## src/rtl/fifo_serializer.sv

```systemverilog
// fifo_serializer
//   Pulls full-width words from a fifo_1r1w read port (valid/data/yumi) and
//   emits them as narrower chunks on a valid/ready stream, LSB chunk first.
//   It sustains one chunk per cycle with no bubble between consecutive words.
//
// Parameters
//   width_p  input word width (must match the upstream FIFO width)
//   chunk_p  output chunk width (width_p must be a multiple, ratio >= 2)
//
// Ports
//   clk_i    clock, all state updates on posedge
//   reset_i  synchronous active-high reset
//   valid_i  upstream word available (FIFO valid_o)
//   data_i   upstream word (FIFO data_o)
//   yumi_o   word consumed this cycle (FIFO yumi_i)
//   valid_o  chunk available on data_o
//   data_o   current chunk
//   last_o   current chunk is the final chunk of its word
//   ready_i  downstream accepts the chunk this cycle
module fifo_serializer #(
  parameter int width_p = 32,
  parameter int chunk_p = 8
) (
  input  logic               clk_i,
  input  logic               reset_i,
  input  logic               valid_i,
  input  logic [width_p-1:0] data_i,
  output logic               yumi_o,
  output logic               valid_o,
  output logic [chunk_p-1:0] data_o,
  output logic               last_o,
  input  logic               ready_i
);

  localparam int num_chunks_p = width_p / chunk_p;
  localparam int cnt_w        = $clog2(num_chunks_p);
  localparam logic [cnt_w-1:0] last_cnt = cnt_w'(num_chunks_p - 1);

  if ((num_chunks_p < 2) || ((width_p % chunk_p) != 0)) begin : g_bad_params
    $error("fifo_serializer: width_p must be a multiple of chunk_p with at least two chunks");
  end

  typedef enum logic {EMPTY, SEND} state_e;

  state_e             state_r, state_n;
  logic [width_p-1:0] shift_r;
  logic [cnt_w-1:0]   cnt_r;
  logic               xfer;     // downstream transfer this cycle
  logic               is_last;  // counter sits on the final chunk

  // ---------------------------------------------------------------------------
  // State register
  // ---------------------------------------------------------------------------
  // NOTE: sequential state uses non-blocking assignments so every flop samples
  // the pre-edge values regardless of statement order.
  always_ff @(posedge clk_i) begin
    if (reset_i) state_r <= EMPTY;
    else         state_r <= state_n;
  end

  // ---------------------------------------------------------------------------
  // Next-state logic
  // ---------------------------------------------------------------------------
  // NOTE: every combinational output gets a default first so no path leaves
  // it unassigned and no latch is inferred.
  always_comb begin
    state_n = state_r;
    unique case (state_r)
      EMPTY: if (valid_i) state_n = SEND;
      SEND:  if (xfer && is_last && !valid_i) state_n = EMPTY;
      default: state_n = EMPTY;
    endcase
  end

  // ---------------------------------------------------------------------------
  // Output logic
  // ---------------------------------------------------------------------------
  assign is_last = (cnt_r == last_cnt);

  always_comb begin
    valid_o = (state_r == SEND);
    last_o  = valid_o & is_last;
    data_o  = shift_r[chunk_p-1:0];
    xfer    = valid_o & ready_i;
    // Reset gating keeps the FIFO from losing a word while we are held in reset.
    yumi_o  = valid_i & ~reset_i & ((state_r == EMPTY) | (xfer & last_o));
  end

  // ---------------------------------------------------------------------------
  // Datapath: shift register and chunk counter
  // ---------------------------------------------------------------------------
  // NOTE: shift_r is reset (not left uninitialised like a storage array)
  // because data_o is read straight from it and must be 0 out of reset.
  always_ff @(posedge clk_i) begin
    if (reset_i) begin
      shift_r <= '0;
      cnt_r   <= '0;
    end else if (yumi_o) begin
      // Covers both the EMPTY load and the no-bubble reload on the last chunk.
      shift_r <= data_i;
      cnt_r   <= '0;
    end else if (xfer) begin
      shift_r <= shift_r >> chunk_p;
      // The last chunk always wraps to 0, so non-power-of-2 ratios never
      // leave the counter past num_chunks_p-1.
      cnt_r   <= is_last ? '0 : cnt_r + cnt_w'(1);
    end
  end

endmodule

```

## config.mk

```make
export PLATFORM = sky130hd
export DESIGN_NAME = fifo_serializer
export DESIGN_NICKNAME = d
export VERILOG_FILES = /design/src/rtl/fifo_serializer.sv
export SDC_FILE = /design/constraint.sdc
export NUM_CORES = 1
export LEC_CHECK = 0
export ABC_AREA = 1
export CAP_MARGIN = 10
export CORE_UTILIZATION = 41
export CTS_CLUSTER_SIZE = 20
export DETAILED_ROUTE_END_ITERATION = 8
export PLACE_DENSITY = 0.67
export SLEW_MARGIN = 20
export SYNTH_ARGS = -nofsm -noshare
export SYNTH_HDL_FRONTEND = slang
export SYNTH_SLANG_ARGS = --single-unit
```

## constraint.sdc

```tcl
create_clock -name clk_i -period 3.05 [get_ports clk_i]
set_clock_uncertainty 0.2 [all_clocks]
set_input_delay 0.61 -clock clk_i [delete_from_list [all_inputs] [get_ports clk_i]]
set_output_delay 0.61 -clock clk_i [all_outputs]
set_load 0.02 [all_outputs]
```

==> metrics.md, run 1 <==
| Metric | Value |
|---|---|
| Outcome | finished, final reports clean |
| Most used DFF post-synth | dfxtp_1 |
| Worst flop-to-flop path endpoint | shift_r[20] |
| Critical path capture point type | primary output |
| Synthesis-to-finish area growth | 24.0% |
| Filler cell count | ~510 |
| Clk pin slew, worst setup/hold paths | 70 ps |
| Yosys top cell area share | 0.348 |
| Cts repair resizes | 0 |
| Lkg Pwr | 1.07 nW |
| Maximum clock path buffer count | 2 |
| RR Startpoint | cnt_r[0] |
| Hold Crit Depth | 2 |
| Post-DP HPWL | between 2000 and 2500 um |
| Slew margin rel. | 0.606 |
| Synth top cells by count | nand3_1, nand2_1, nor2_1 |
| Count leader, synth | nand3_1 |
| WS Path Type | input pin to primary output |
| DRT Pass-1 Iters | 4 |
| Fin. Hold Viols | 0 |
| Overflow after GRT | 0 |
| Worst vdd ir | approximately 0.00022 V |
| RSZ-0062 raised after global routing | no |
| Post-synthesis sequential area ratio | 0.348 |
| Die Span Y | between 70 and 80 um |
| Net count, final | around 370 |
| Vias per cell | roughly 4.6 |
| Min Hold Slack | ~270 ps |
| Final wirelength | between 4000 and 5000 um |
| DIE WIDTH | between 70 and 80 um |
| Pins Over Slew Limit | 0 |
| Die area | between 5000 and 6000 sq um |
| Max-capacitance violation count | 0 |
| FF-to-FF setup slack | between 1000 and 1500 ps |
| P per Cell Area | 457 nW/um^2 |
| Fmax | roughly 350 MHz |
| Tmin final | roughly 2800 ps |
| Yosys cell types | 18 |
| Post-CTS Hold Buffers | 0 |
| Routed via count | 1835 |
| PortBufs | 46 |
| Antenna viol nets, final | 0 |
| Inst Count DP | roughly 390 |
| Fin crit share | 0.932 |
| Iter 0 DRT Violations | ~150 |
| Largest net degree at the start of global routing | 58 |
| CP arrival | around 2000 ps |
| YS warnings | 0 |
| Std cell rows | 25 |
| Worst Hold Class | register to register |
| Drt drc | 0 |
| H-tree levels | 2 |
| Sink of the worst hold path | cnt_r[1] |
| Final setup viols | 0 |
| Core Region | between 4000 and 5000 sq um |
| Async SR Flop Fraction | 0 |
| Setup TNS | 0 ps |
| Critical path peak fanout | 2 |
| Total GRT Usage | 0.171 |
| Number of global-route vias before repair | 1625 |
| Number of antenna violations at the first check in global routing | 0 |
| Critical Path Source Type | input pin |
| Synth Cell Area | ~2000 sq um |
| Slew @ Worst Pin | around 590 ps |
| Worst-skew pair later-pin latency | a little under 300 ps |
| Routability cong. | approximately 0.76 |
| Leading area contributor after synthesis | dfxtp_1 |
| CTS buffer count | 5 |
| Post-Syn Nets | 340 |
| Reg2Reg Depth | 8 |
| Critical Path RT | about 2200 ps |
| Filler-free cell count of the finished design | 399 |
| Number of cells produced by synthesis | slightly above 300 |
| Mean post-synth cell area | ~6.6 sq um |
| Clk sinks | 35 |
| Number of flops mapped to enable cells by yosys | 0 |
| First-pass GRT wire length | 7050 um |
| Clk root buf | clkbuf_8 |
| Number of synthesized register bits | 35 |
| TritonCTS clock tree | done |
| Beginning of the worst hold path | cnt_r[1] |
| WL/cell | 10.2 um |
| Ant. Diodes | 0 |
| Total power | about 1.1 mW |
| Top post-synthesis cells by area | dfxtp_1, nand3_1, nand2_1, nor2_1, a21oi_1 |
| Initial Util | 0.426 |
| IO Count | 47 |
| Share of cells above drive strength 1 | 0.0783 |
| Post-CTS Setup Inserts | 0 |
-- worst max path at each step --
stage / startpoint / slack, ps / to
3_3_place_gp: valid_i / 220 / yumi_o
4_1_cts: valid_i / 200 / yumi_o
5_1_grt: valid_i / 130 / yumi_o
6_report: valid_i / 210 / yumi_o
2_1_floorplan: reset_i / 930 / yumi_o
3_5_place_dp: valid_i / 200 / yumi_o
-- registers in the layout, indices dropped and copies added, names as in the netlist --
name	cells
shift_r	32
cnt_r	2
valid_o	1
-- layout make-up --
class / instances / area [sq um] / share of cell area
clock buffers: 8 / 100 / 0.0402
inverters: 28 / 105 / 0.0422
multi-input cells: 209 / 997 / 0.400
flip-flops and latches: 35 / 701 / 0.281
well taps: 67 / 83.8 / 0.0336
repair buffers: 52 / 505 / 0.203
-- worst max-delay path: stages --
cell	delay (ps)
clkdlybuf4s50_1	530
inv_1	100
nor2_4	90
nand2_1	70
inv_1	50
clkdlybuf4s50_1	590
-- layout by cell type (no fill, tap or decap), drive strengths merged, types with 6 or more instances in the layout --
| master | synthesis | routed |
|---|---|---|
| buf | 25 | 6 |
| nor2 | 50 | 50 |
| dfxtp | 35 | 35 |
| nand3 | 57 | 57 |
| nand2 | 56 | 56 |
| clkbuf | 6 | 8 |
| clkdlybuf4s50 | 0 | 46 |
| inv | 28 | 28 |
| a21oi | 35 | 35 |
| nand3b | 9 | 9 |
-- kinds of logic (layout without fill, tap and decap cells) --
group / count (synthesis) / in the layout / share of synthesized area
AND/OR/NAND/NOR: 173 / 173 / 0.390
adder cells (fa/ha/maj): 1 / 1 / 0.00622
flip-flops: 35 / 35 / 0.348
buffers and inverters: 59 / 88 / 0.156
AO/OA/AOI/OAI: 35 / 35 / 0.100
-- routing by layer --
layer,GRT usage,vias up,part of all wire
met4,0.0523,0,0.013
li1,-,1012,-
met3,0.0486,6,0.051
met2,0.292,43,0.47
met1,0.209,774,0.47
met5,0,-,0
-- power breakdown --
group	total (mW)	switching, mW	leakage, nW	internal (mW)
logic	0.261	0.140	0.731	0.121
registers	0.503	0.0119	0.288	0.491
clock network	0.374	0.168	0.0515	0.206
-- stage by stage --
| stage | util | setup slack [ps] | cell area (sq um) |
|---|---|---|---|
| finish | 0.528 | 209 | 2490 |
| global route | 0.528 | 128 | 2490 |
| CTS | 0.528 | 197 | 2490 |
| detailed placement | 0.506 | 196 | 2390 |
| global placement | 0.506 | 221 | 2390 |
| floorplan | - | 932 | 2010 |
No activity file was read; power rests on OpenSTA's default activity.
==> inputs of run 2 (changes only) <==
Settings changed: CORE_MARGIN set to 3, CTS_CLUSTER_DIAMETER set to 100, PLACE_DENSITY 0.67 to 0.72.
==> metrics.md, run 2 (synthesized netlist as in run 1, its figures left out) <==
| Metric | Value |
|---|---|
| Outcome | finished, final reports clean |
| Routability cong. | 0.743 |
| Critical Path RT | roughly 2200 ps |
| Post-DP Area | between 2000 and 2500 sq um |
| Std cell rows | 24 |
| Max-capacitance violation count | 0 |
| Number of global-route vias before repair | 1610 |
| Cts repair resizes | 0 |
| Core Region | roughly 4500 sq um |
| WS Path Type | input pin to primary output |
| Critical path peak fanout | 2 |
| Synthesis-to-finish area growth | 22.5% |
| Critical path capture point type | primary output |
| TritonCTS clock tree | done |
| Flip-flop count of the largest register after layout | 32 |
| Total GRT Usage | 0.145 |
| Clk sinks | 35 |
| Post-CTS Hold Buffers | 0 |
| DRT Pass-1 Iters | 4 |
| Critical Path Source Type | input pin |
| Worst Hold Class | register to register |
| Setup ws final | about 190 ps |
| Metal2 WL | 1900 um |
| Vias per cell | approximately 4.7 |
| Slew @ Worst Pin | about 590 ps |
| PortBufs | 46 |
| Tmin final | roughly 2900 ps |
| Fmax | 350 MHz |
| First-pass GRT wire length | approximately 7000 um |
| Place WS | 186 ps |
| Lkg Pwr | about 1.1 nW |
| Most flops, register | shift_r |
| Die area | about 5800 sq um |
| WL/cell | 10.6 um |
| Routed via count | around 1900 |
| Iter 0 DRT Violations | 79 |
| IO Count | between 40 and 50 |
| Finished Cell Area | approximately 2500 sq um |
| CTS buffer count | 5 |
| Share of cells above drive strength 1 | 0.0727 |
| Die Span Y | ~76 um |
| Final wirelength | 4190 um |
| Setup TNS | 0 ps |
| Maximum clock path buffer count | 2 |
| Min Hold Slack | around 270 ps |
| Worst vdd ir | ~0.00024 V |
| Filler cell count | 486 |
| Worst-skew pair later-pin latency | 280 ps |
| M1 WL | roughly 2000 um |
| RSZ-0062 raised after global routing | no |
| Post-CTS Setup Inserts | 0 |
| H-tree levels | 2 |
| Total power | 1.07 mW |
| Fin crit share | 0.936 |
| P per Cell Area | between 400 and 500 nW/um^2 |
| Commonest non-fill, non-tap cells in the layout | nand3_1, nand2_1, nor2_1 |
| Highest Signal Layer | met4 |
| Final setup viols | 0 |
| Number of antenna violations at the first check in global routing | 0 |
| Pins Over Slew Limit | 0 |
| Largest net degree at the start of global routing | 58 |
| CP arrival | 2050 ps |
| Ant. Diodes | 0 |
| Initial Util | 0.443 |
| Commonest non-fill, non-tap cell in the layout | nand3_1 |
| Post-DP HPWL | between 2000 and 3000 um |
| Slew margin rel. | 0.609 |
| Clk pin slew, worst setup/hold paths | ~60 ps |
| Drt drc | 0 |
| Net count, final | around 370 |
| Routed length on met3 | roughly 270 um |
| DIE WIDTH | 76.0 um |
| Clk root buf | clkbuf_8 |
| Antenna viol nets, final | 0 |
| Fin. Hold Viols | 0 |
| Overflow after GRT | 0 |
-- run 2: cell types whose count changed in the layout (fill, tap and decap cells not counted) --
cell      change
clkbuf_8      -2
-- run 2: layout make-up --
| type | count | area, sq um | area share |
|---|---|---|---|
| Clock buffer | 6 | 72.6 | 0.0295 |
| Inverter | 28 | 105 | 0.0427 |
| Multi-Input combinational cell | 209 | 997 | 0.405 |
| Sequential cell | 35 | 701 | 0.285 |
| Tap cell | 65 | 81.3 | 0.0330 |
| Timing Repair Buffer | 52 | 505 | 0.205 |
-- run 2: report_power, final --
part           switching, mW  internal [mW]  leakage (nW)  total (mW)
Sequential            0.0118          0.491         0.288       0.503
Clock                  0.150          0.152        0.0371       0.302
Combinational          0.141          0.121         0.731       0.262
Total                  0.302          0.765          1.06        1.07
-- run 2: path summary, 6_finish.rpt --
path | start | endpoint | slack (ps) | cells after the start
hold reg to reg | cnt_r[1] | cnt_r[1] | 270 | 2
hold / removal | cnt_r[1] | cnt_r[1] | 270 | 2
setup reg to reg | cnt_r[0] | shift_r[13] | 1200 | 8
setup / recovery | valid_i | yumi_o | 190 | 6
-- run 2: routing by layer --
metal | vias up | global-route usage
met5 | - | 0
met4 | 0 | 0.0272
met3 | 2 | 0.0485
met2 | 53 | 0.245
met1 | 790 | 0.182
li1 | 1007 | -
-- run 2: critical path: stages --
cell	delay (ps)
clkdlybuf4s50_1	520
inv_1	100
nor2_4	90
nand2_1	80
inv_1	50
clkdlybuf4s50_1	590
-- run 2: per-stage QoR --
stage,std cells,utilization
after global placement,389,0.527
final,395,0.543
after CTS,395,0.543
after global routing,395,0.543
after floorplan,303,-
after detailed placement,389,0.527
==> inputs of run 3 (changes only) <==
Settings changed: ABC_AREA 1 to 0, PLACE_DENSITY 0.72 to 0.73.
==> metrics.md, run 3 <==
| Metric | Value |
|---|---|
| Outcome | finished, final reports clean |
| Drt drc | 0 |
| Std cell rows | 23 |
| Post-synthesis compound-gate area fraction | 0.261 |
| Async SR Flop Fraction | 0 |
| Most used DFF post-synth | dfxtp_1 |
| Worst vdd ir | 0.000355 V |
| Slew margin rel. | 0.704 |
| Number of cells produced by synthesis | between 200 and 250 |
| Total power | 1.25 mW |
| Ant. Diodes | 0 |
| Initial Util | 0.432 |
| Tmin final | 2860 ps |
| Most frequent cell on the critical path | clkdlybuf4s50_1 |
| Min Hold Slack | 269 ps |
| Inst Count DP | 275 |
| Flip-flop count of the largest register after layout | 32 |
| Commonest non-fill, non-tap cells in the layout | clkdlybuf4s50_1, nand3_1, dfxtp_1 |
| Main combinational cell family by area after synthesis | compound AO/OA/AOI/OAI gates |
| Top post-synthesis cells by area | dfxtp_1, nand3_1, a311oi_2, a311oi_1, nor2_1 |
| Adder-cell share of the synthesized area | 0.00708 |
| Clk pin slew, worst setup/hold paths | around 70 ps |
| Post-synthesis simple-gate area fraction | 0.212 |
| Mux contribution to synthesized area | 0.0142 |
| Yosys top cell area share | 0.397 |
| WS Path Type | input pin to primary output |
| Iter 0 DRT Violations | 88 |
| Place WS | ~190 ps |
| WL/cell | approximately 14 um |
| Core Region | a little over 4000 sq um |
| Critical Path Source Type | input pin |
| Critical Path RT | between 2000 and 2500 ps |
| Post-CTS Hold Buffers | 0 |
| Vias per cell | approximately 5.6 |
| Post-synthesis sequential area ratio | 0.397 |
| Fin crit share | 0.938 |
| Die Span Y | 71.6 um |
| Synth top cells by count | nand3_1, dfxtp_1, nor2_1 |
| PortBufs | between 40 and 50 |
| P per Cell Area | ~540 nW/um^2 |
| IO Count | 47 |
| DRT Pass-1 Iters | 4 |
| Maximum clock path buffer count | 2 |
| Clk sinks | 35 |
| Routability cong. | between 0.7 and 0.8 |
| Slew @ Worst Pin | ~440 ps |
| Critical path peak fanout | 4 |
| H-tree levels | 2 |
| CP arrival | 2050 ps |
| Largest net degree at the start of global routing | 38 |
| Pins Over Slew Limit | 0 |
| Max incr delay on CP | 630 ps |
| Finished Cell Area | 2290 sq um |
| Net count, final | roughly 270 |
| Lkg Pwr | a little under 0.8 nW |
| Max stage delay cell, worst path | clkdlybuf4s50_1 |
| Synthesis-to-finish area growth | 29.4% |
| Share of cells above drive strength 1 | 0.124 |
| Fmax | 349 MHz |
| Cells along the critical path | clkdlybuf4s50_1 -> a21boi_4 -> nor2_1 -> clkdlybuf4s50_1 |
| Total GRT Usage | 0.165 |
| Setup ws final | roughly 190 ps |
| Final wirelength | between 4000 and 5000 um |
| Filler-free cell count of the finished design | between 200 and 300 |
| Number of antenna violations at the first check in global routing | 0 |
| Post-Syn Nets | 240 |
| Cts repair resizes | 0 |
| Post-synthesis xor/xnor area fraction | 0 |
| Final setup viols | 0 |
| Mean post-synth cell area | just under 9 sq um |
| Critical path capture point type | primary output |
| Synth Cell Area | roughly 1800 sq um |
| Number of flops mapped to enable cells by yosys | 0 |
| Worst Hold Class | register to register |
| Clk root buf | clkbuf_8 |
| YS warnings | 0 |
| Commonest non-fill, non-tap cell in the layout | clkdlybuf4s50_1 |
| Leading area contributor after synthesis | dfxtp_1 |
| Worst-skew pair later-pin latency | approximately 290 ps |
| Max-capacitance violation count | 0 |
| Post-DP HPWL | ~2600 um |
| Count leader, synth | nand3_1 |
| Routed via count | 1574 |
| Number of global-route vias before repair | around 1500 |
| Overflow after GRT | 0 |
| Post-CTS Setup Inserts | 0 |
| Fin. Hold Viols | 0 |
| RSZ-0062 raised after global routing | no |
| Final Util | 0.559 |
| Die area | ~5000 sq um |
| DIE WIDTH | ~72 um |
| Number of synthesized register bits | 35 |
| Yosys cell types | 27 |
| First-pass GRT wire length | 6830 um |
| Post-DP Area | about 2200 sq um |
| Antenna viol nets, final | 0 |
| CTS buffer count | 5 |
| TritonCTS clock tree | done |
| Setup TNS | 0 ps |
| Most flops, register | shift_r |
==> run 3: layout make-up <==
class,instances,area [sq um]
fill,370,1800
multi-input combinational,138,876
sequential,35,701
timing repair buffer,51,510
clock buffer,6,72.6
tap,50,62.6
clock inverter,2,60.1
inverter,1,3.75
==> run 3: routing by layer <==
layer | share of wire | track usage | wire, um | vias to the layer above
li1 | - | - | - | 795
met1 | 0.45 | 0.204 | 1860 | 728
met2 | 0.48 | 0.276 | 1970 | 46
met3 | 0.054 | 0.0533 | 221 | 5
met4 | 0.011 | 0.0438 | 45 | 0
met5 | 0 | 0 | 0 | -
==> run 3: worst paths after layout <==
check	from	to	slack, ps	depth (start not counted)
worst max register to register	cnt_r[0]	shift_r[17]	1210	5
worst min-delay path	shift_r[25]	shift_r[25]	270	2
worst max-delay path	ready_i	yumi_o	190	4
worst min register to register	shift_r[25]	shift_r[25]	270	2
==> run 3: report_power, final <==
| group | leakage (nW) | switching [mW] | total (mW) | internal, mW |
|---|---|---|---|---|
| Clock | 0.0654 | 0.168 | 0.495 | 0.327 |
| Combinational | 0.422 | 0.121 | 0.236 | 0.115 |
| Sequential | 0.290 | 0.0193 | 0.514 | 0.495 |
==> run 3: cell families (layout without fill, tap and decap cells) <==
group / after synthesis / count (layout)
flip-flops: 35 / 35
AND/OR/NAND/NOR: 76 / 76
buffers and inverters: 30 / 60
multiplexers: 2 / 2
AO/OA/AOI/OAI: 59 / 59
adder cells (fa/ha/maj): 1 / 1
==> run 3: critical path: cells and delay by family <==
kind	cells	cell delay, ps
AOI/OAI and AO/OA	1	80
and+or+nand+nor	1	150
buffers and inverters	2	1210
